## src/rtl/countdown_pkg.sv

```systemverilog
// countdown_pkg
//   Shared definitions for the countdown timer slice.
//   - state_t : FSM encoding (ST_IDLE = 0, ST_RUN = 1)
//   - DIV_MIN / DIV_MAX : legal prescaler ratio range
package countdown_pkg;

   typedef enum logic {
      ST_IDLE = 1'b0,
      ST_RUN  = 1'b1
   } state_t;

   localparam int DIV_MIN = 1;
   localparam int DIV_MAX = 256;

endpackage

```

## src/rtl/tick_divider.sv

```systemverilog
// tick_divider
//   Prescaler for the countdown timer. While en is high it counts
//   0..DIV-1 and wraps; tick is high during the cycle in which the
//   count sits at DIV-1, so the next clock edge is a count step.
//   With DIV = 1 there is nothing to count and tick simply follows en.
// Ports:
//   clk  - clock, all state updates on posedge
//   rst  - synchronous active-high reset, clears the prescaler
//   clr  - synchronous clear, restarts the prescaler from 0
//   en   - count enable (timer is running)
//   tick - high when the next edge is a count step
module tick_divider
   import countdown_pkg::*;
#(
   parameter int DIV = 1
) (
   input  logic clk,
   input  logic rst,
   input  logic clr,
   input  logic en,
   output logic tick
);

   // An out-of-range ratio is pulled back into the legal window so the
   // counter width below always stays between 1 and 8 bits.
   localparam int DIV_EFF = (DIV < DIV_MIN) ? DIV_MIN :
                            (DIV > DIV_MAX) ? DIV_MAX : DIV;
   localparam int CW      = (DIV_EFF > 1) ? $clog2(DIV_EFF) : 1;

   generate
      if (DIV_EFF == 1) begin : gNoDiv
         // Every running cycle is a step, so no counter is needed and the
         // clock/reset/clear inputs have nothing to act on.
         logic unusedInputs;
         assign unusedInputs = &{1'b0, clk, rst, clr};
         assign tick = en;
      end else begin : gDiv
         logic [CW-1:0] count;

         // Free-running modulo-DIV counter that only advances while the
         // timer runs. clr restarts the interval so that a fresh load
         // always gets a full DIV cycles before its first step.
         always_ff @(posedge clk) begin
            if (rst || clr) begin
               count <= '0;
            end else if (en) begin
               if (count == CW'(DIV_EFF - 1)) begin
                  count <= '0;
               end else begin
                  count <= count + 1'b1;
               end
            end
         end

         assign tick = en && (count == CW'(DIV_EFF - 1));
      end
   endgenerate

endmodule

```

## src/rtl/countdown_timer.sv

```systemverilog
// countdown_timer
//   Loadable down-counter with prescaler, start/stop control, optional
//   auto-reload and a one-cycle terminal-count pulse.
// Ports:
//   clk         - clock, all state updates on posedge
//   rst         - synchronous active-high reset
//   load_val    - value loaded on start or auto-reload
//   start       - one-cycle request: load load_val and run
//   stop        - one-cycle request: abort, hold current count
//   auto_reload - at terminal count: reload and keep running
//   q           - current count (registered)
//   busy        - high while running (registered)
//   done        - one-cycle terminal-count pulse (registered)
module countdown_timer
   import countdown_pkg::*;
#(
   parameter int WIDTH = 4,
   parameter int DIV   = 1
) (
   input  logic             clk,
   input  logic             rst,
   input  logic [WIDTH-1:0] load_val,
   input  logic             start,
   input  logic             stop,
   input  logic             auto_reload,
   output logic [WIDTH-1:0] q,
   output logic             busy,
   output logic             done
);

   state_t state;
   logic   tick;

   // The prescaler is cleared by any start or stop request. In IDLE the
   // prescaler is already at 0, so clearing there is harmless; in RUN it
   // gives a restart a full first interval and leaves a stopped timer
   // ready for the next start.
   tick_divider #(
      .DIV (DIV)
   ) uDivider (
      .clk  (clk),
      .rst  (rst),
      .clr  (start | stop),
      .en   (state == ST_RUN),
      .tick (tick)
   );

   // Main FSM with the count, busy and done registers. Priority inside
   // RUN is stop, then start (restart), then a prescaler tick, so a tick
   // landing on the same edge as stop or start is discarded. Terminal
   // count is detected as a tick while q is already 0, which is what
   // gives N+1 steps for a load value of N and keeps q from wrapping.
   always_ff @(posedge clk) begin
      if (rst) begin
         state <= ST_IDLE;
         q     <= '0;
         busy  <= 1'b0;
         done  <= 1'b0;
      end else begin
         done <= 1'b0;
         case (state)
            ST_IDLE: begin
               if (start && !stop) begin
                  q     <= load_val;
                  busy  <= 1'b1;
                  state <= ST_RUN;
               end
            end
            ST_RUN: begin
               if (stop) begin
                  busy  <= 1'b0;
                  state <= ST_IDLE;
               end else if (start) begin
                  q <= load_val;
               end else if (tick) begin
                  if (q != '0) begin
                     q <= q - 1'b1;
                  end else begin
                     done <= 1'b1;
                     if (auto_reload) begin
                        q <= load_val;
                     end else begin
                        busy  <= 1'b0;
                        state <= ST_IDLE;
                     end
                  end
               end
            end
            default: begin
               busy  <= 1'b0;
               state <= ST_IDLE;
            end
         endcase
      end
   end

endmodule

```

## config.mk

```make
export PLATFORM = sky130hd
export DESIGN_NAME = countdown_timer
export DESIGN_NICKNAME = d
export VERILOG_FILES = /design/src/rtl/countdown_pkg.sv /design/src/rtl/tick_divider.sv /design/src/rtl/countdown_timer.sv
export SDC_FILE = /design/constraint.sdc
export NUM_CORES = 1
export LEC_CHECK = 0
export CAP_MARGIN = 20
export CORE_AREA = 2 2 39 41
export CTS_CLUSTER_DIAMETER = 50
export DETAILED_ROUTE_END_ITERATION = 8
export DIE_AREA = 0 0 41 43
export SYNTH_ARGS = -nofsm -noshare
export SYNTH_HDL_FRONTEND = slang
export SYNTH_SLANG_ARGS = --single-unit
export TNS_END_PERCENT = 20
```

## constraint.sdc

```tcl
create_clock -name clk -period 4 [get_ports clk]
set_clock_uncertainty 0.15 [all_clocks]
set_input_delay 0.6 -clock clk [delete_from_list [all_inputs] [get_ports clk]]
set_output_delay 0.6 -clock clk [all_outputs]
set_load 0.01 [all_outputs]
```

-- After elaboration in Yosys (flattened, before gate mapping)
Cells that the tools add are included.
- add/sub/neg operators: 1
- $mul: 0
- div/mod/pow operators: 0
- $lt $le $gt $ge: 0
- equality and inequality tests: 6
- shift-type cells: 0
- muxes and demuxes: 19
- bitwise operators: 1
- reduce and logical (&&, ||, !) cells: 6
- operators by type and width (kind ; number):
    4-bit two-way mux ; 5
    1-bit two-way mux ; 11
    3-bit != test (second input constant) ; 3
    4-bit one-hot mux with 2 select lines ; 1
    2-bit != test (second input constant) ; 2
    4-bit by 3-bit != test with 1-bit output (second input constant) ; 1
    1-bit one-hot mux with 2 select lines ; 2
    4-bit AND reduction ; 1
    4-bit nonzero test ; 1
    4-bit OR reduction ; 1
    4-bit by 1-bit subtractor with 4-bit output (second input constant) ; 1
    3-bit AND reduction ; 1
    1-bit logical AND ; 1
    1-bit logical NOT ; 1
    1-bit inverter ; 1
- register bits: 7
- bits in latches: 0
- memory bits (writable): 0
- bits in read-only memories: 0
- bits of input ports: 9
- output and inout port bits: 6
- logic and storage cells: 37
- memories kept: 0

-- Longest topological paths before layout
- depth after elaboration: 5
- depth in mapped cells: 6
- mapped depth without buffers: 6

-- Hierarchy
From an unflattened synthesis, not the netlist that was laid out.
- cells, all modules: 58
- area total of the unflattened synthesis: 431.7 um^2
- modules (own cells, without submodules) (module ; times used ; cells each ; area an instance (um^2) ; sequential area each (um^2)):
    countdown_timer ; 1 ; 57 ; 424.2 ; 140.1
    tick_divider ; 1 ; 1 ; 7.5 ; 0.0

-- Worst setup path after synthesis
No wires, ideal clock.
- path type: flip-flop to flip-flop
- from: register q[0]
- to: register q[2]
- library setup time: 0.074 ns
- data arrival time: 1.538 ns
- data required time: 3.776 ns
- path slack: 2.238 ns
- cell stages (with the launch flop): 7
- buffers on the path: 0
- clock period less this slack: 1.762 ns
- cells stage by stage: dfxtp_1 > inv_1 > ha_1 > or4b_4 > a311oi_2 > nand2_1 > o21ai_0
- word-level cells in the longest chain between the ends: 5
- elaborated cells on any way between the ends: 8
- those cells by class: add/sub: 1; eq/ne: 1; mux: 4; reduce/logical: 2
- RTL lines (item ; RTL line ; text):
    from (decl) ; countdown_timer.sv:26 ; output logic [WIDTH-1:0] q,
    from (signal assigned) ; countdown_timer.sv:64 ; q <= load_val;
    from (signal assigned) ; countdown_timer.sv:74 ; q <= load_val;
    from (signal assigned) ; countdown_timer.sv:77 ; q <= q - 1'b1;
    4-bit by 1-bit subtractor with 4-bit output / 4-bit nonzero test (equally long branches) ; countdown_timer.sv:77, countdown_timer.sv:76 ;
    4-bit two-way mux ; countdown_timer.sv:76 ; if (q != '0) begin
    4-bit two-way mux ; countdown_timer.sv:73 ; end else if (start) begin
    4-bit two-way mux ; countdown_timer.sv:70 ; if (stop) begin
    4-bit one-hot mux with 2 select lines ; countdown_timer.sv:61 ; case (state)
Parallel ways exist; a longest one is shown, timed or not. The select of a mux whose other input is x is not followed.
A chain may end at the register's enable or synchronous reset.

-- Worst setup path after layout
- from: input port auto_reload
- to: register q[0]
- word-level cells in the longest chain between the ends: 2
- RTL lines (item ; RTL line ; text):
    from (decl) ; countdown_timer.sv:25 ; input logic auto_reload,
    4-bit by 3-bit != test with 1-bit output (no source line) ; n/a ;
    3-bit AND reduction (no source line) ; n/a ;
No other way between the ends.

==> impl_metrics.csv <==
group,metric,value,unit
floorplan,initial_core_util,27.5,%
setup_path,worstSetupStartpointType,"primary input",
cts,clockBufferDepth,2,
sta,setup_slack,1.98,ns
setup_path,crit_required,4.03,ns
yosys,synth_enable_flop_cells,0,
yosys,ys_warn_count,0,
floorplan,std_cell_rows,14,
power,p_sw,46.9,µW
setup_path,reg2reg_depth,6,
sta,timing.fmax,495,MHz
layout,drive_gt1_share,11.5,%
yosys,async_flop_share,0,%
yosys,synthTopCellsByArea,"dfxtp_1 37%, mux2i_1 5.3%, inv_1 4.9%",
sta,min_period_over_period,50.5,%
cts,cts.sinks,7,
power,total_leakage_power,0.218,nW
layout,final_core_util,41.0,%
grt,grt_first_pass_wirelength,1.40,mm
setup_path,r2r-start,"q[0]$_SDFFE_PP0P_",
flow_run,maxCapViolCount,0,
power,seqPwrFrac,42.7,%
detailed_routing,totalWireLength,841,µm
yosys,yosys-top-cells-count,"7 x dfxtp_1, 5 x inv_1, 4 x nand2_1",
detailed_routing,drtAntennaViolNets,0,
setup_path,cp-startpoint,"auto_reload",
yosys,netlist_area,380,µm²
sta,finalSetupViolations,0,
setup_path,slowest_stage,"or4b_4",
cts,postCtsSetupRepairBufs,0,
power,clockPowerShare,36.5,%
yosys,ys_seq_elements,7,
grt,grt-ovfl-total,0,
floorplan,die_area,1760,µm²
layout,fin_area,567,µm²
power,combPwrFrac,20.8,%
power,internal_power,135,µW
detailed_routing,avgRoutedWirePerCell,10.9,µm
yosys,synth_top_area_share,36.8,%
floorplan,die-height,43,µm
placement,place_ws,1.74,ns
power,switching_share,25.8,%
setup_path,crit_path_max_fanout,3,
layout,nets,72,
status,status,"finished, final reports clean",
yosys,synth_ff_type,"dfxtp_1",
setup_path,crit_path_end,"q[0]$_SDFFE_PP0P_",
setup_path,cp.arrival,2.05,ns
yosys,syn_nets,53,
floorplan,core_area,1380,µm²
yosys,avgSynthCellArea,8.85,µm²
yosys,syn_inst,43,
placement,dpl_cell_area,541,µm²
cts,cts_tree,"built",
yosys,ys_seq_area_share,36.8,%
sta,drv_slew,0,
detailed_routing,drtIter0Drc,6,
detailed_routing,via_count,377,
cts,cts-resized-gates,0,
setup_path,endpoint_kind,"flop",
sta,grt_setup_unrepaired,"false",
yosys,synth.largest_area_cell,"dfxtp_1",
sta,post-route-min-period,2.02,ns
setup_path,critPathKind,"in2reg",
sta,setup_tns,0,ns
hold_path,hold_class,"reg2reg",
layout,antenna_cells,0,
layout,syn_to_final_growth,49.0,%
grt,grt_pass1_vias,339,
detailed_routing,first_pass_iters,4,
placement,place_congestion,0.730,
grt,track_usage,12.1,%
detailed_routing,viasPerCell,4.90,
sta,max-slew-margin-rel,78.5,%
detailed_routing,route.detailed.drc,0,
power,power_density,320,nW/µm²
yosys,synth.most_common_cell,"dfxtp_1",
grt,grt_max_degree,8,
setup_path,worst_path_largest_cell_delay,0.50,ns
grt,antenna_found_initial,0,
cts,holdBufCountCts,0,
placement,io_buffers,14,
yosys,synthDistinctLibCells,22,
cts,cts_root_buf,"clkbuf_4",
layout,fillers,150,
cts,clk_latency,0.26,ns
floorplan,die_w,41,µm
sta,worst_pin_slew,0.322,ns
cts,htree_num_levels,1,
setup_path,reg2reg_to,"q[0]$_SDFFE_PP0P_",
cts,numCtsBuffers,3,
setup_path,crit_chain,"clkdlybuf4s50_1 > or4b_4 > a311oi_2 > nand2_1 > o21ai_0",
cts,clkSlewWorstSetupHoldPaths,0.06,ns
floorplan,ios,15,
placement,hpwl,632,µm
power,p_total,181,µW
power,vdd_drop_max,0.000105,V
sta,finalHoldViolations,0,
setup_path,reg2reg_slack,2.09,ns
metal layers:
layer,vias up,wire length (µm),GRT usage [%]
met2,15,369,15.6
met3,0,88,3.66
met1,168,383,15.5
met5,-,0,0
met4,0,0,10.0
li1,194,-,-
placed cells by master (no fill, tap or decap):
master           instances
clkdlybuf4s50_1         14
dfxtp_1                  7
inv_1                    5
nand2_1                  4
a21oi_1                  3
o21ai_0                  3
clkbuf_4                 3
nor4_1                   2
or3_1                    2
nor2b_1                  2
mux2i_1                  2
or3b_2                   1
nand2b_1                 1
or4b_4                   1
a311oi_2                 1
o22a_2                   1
nand3_1                  1
o221ai_1                 1
or2b_1                   1
nor3b_1                  1
o32ai_1                  1
o211ai_1                 1
o21bai_1                 1
ha_1                     1
clkbuf_1                 1
critical path, delay by kind of cell:
kind                   cells  cell delay (ns)
AND/OR/NAND/NOR            2             0.59
buffers and inverters      1             0.40
AO/OA/AOI/OAI              2             0.45
registers in the layout, indices dropped and copies added, names as in the netlist:
name	count
busy	1
state	1
done	1
q	4
worst min path at each step:
| stage | startpoint | end | slack, ns | cells after the start |
|---|---|---|---|---|
| after floorplan | q[0]$_SDFFE_PP0P_ | q[0]$_SDFFE_PP0P_ | 0.35 | 2 |
| after global placement | q[1]$_SDFFE_PP0P_ | q[1]$_SDFFE_PP0P_ | 0.33 | 2 |
| after detailed placement | q[1]$_SDFFE_PP0P_ | q[1]$_SDFFE_PP0P_ | 0.34 | 2 |
| after CTS | q[1]$_SDFFE_PP0P_ | q[1]$_SDFFE_PP0P_ | 0.35 | 2 |
| after global routing | q[0]$_SDFFE_PP0P_ | q[0]$_SDFFE_PP0P_ | 0.39 | 2 |
| final | q[1]$_SDFFE_PP0P_ | q[1]$_SDFFE_PP0P_ | 0.35 | 2 |
kinds of logic (layout without fill, tap and decap cells):
| logic type | after synthesis | count (layout) | share of synthesized area, % |
|---|---|---|---|
| buffers and inverters | 5 | 23 | 4.93 |
| multiplexers | 2 | 2 | 5.26 |
| flip-flops | 7 | 7 | 36.8 |
| adder cells (fa/ha/maj) | 1 | 1 | 3.29 |
| AO/OA/AOI/OAI | 12 | 12 | 23.0 |
| AND/OR/NAND/NOR | 16 | 16 | 26.6 |
power by group through the flow:
stage / Clock, mW / Combinational, mW / Sequential [mW]
6_report: 0.0662 / 0.0378 / 0.0775
5_1_grt: 0.0697 / 0.0422 / 0.0782
4_1_cts: 0.0677 / 0.0380 / 0.0775
3_5_place_dp: 0 / 0.0377 / 0.0790
3_3_place_gp: 0 / 0.0378 / 0.0790
2_1_floorplan: 0 / 0.0182 / 0.0797
per-stage QoR:
| step | hold WS [ns] | cells |
|---|---|---|
| global placement | 0.333 | 73 |
| CTS | 0.352 | 77 |
| floorplan | 0.353 | 43 |
| global route | 0.392 | 77 |
| detailed placement | 0.341 | 73 |
| finish | 0.349 | 77 |
cell type report:
class,instances,area (µm²),area share (%)
clock buffer,4,26.3,4.64
inverter,5,18.8,3.31
multi-input combinational,31,221,39.1
sequential,7,140,24.7
tap,16,20.0,3.53
timing repair buffer,14,140,24.7
Power figures use the tool's default switching activity.
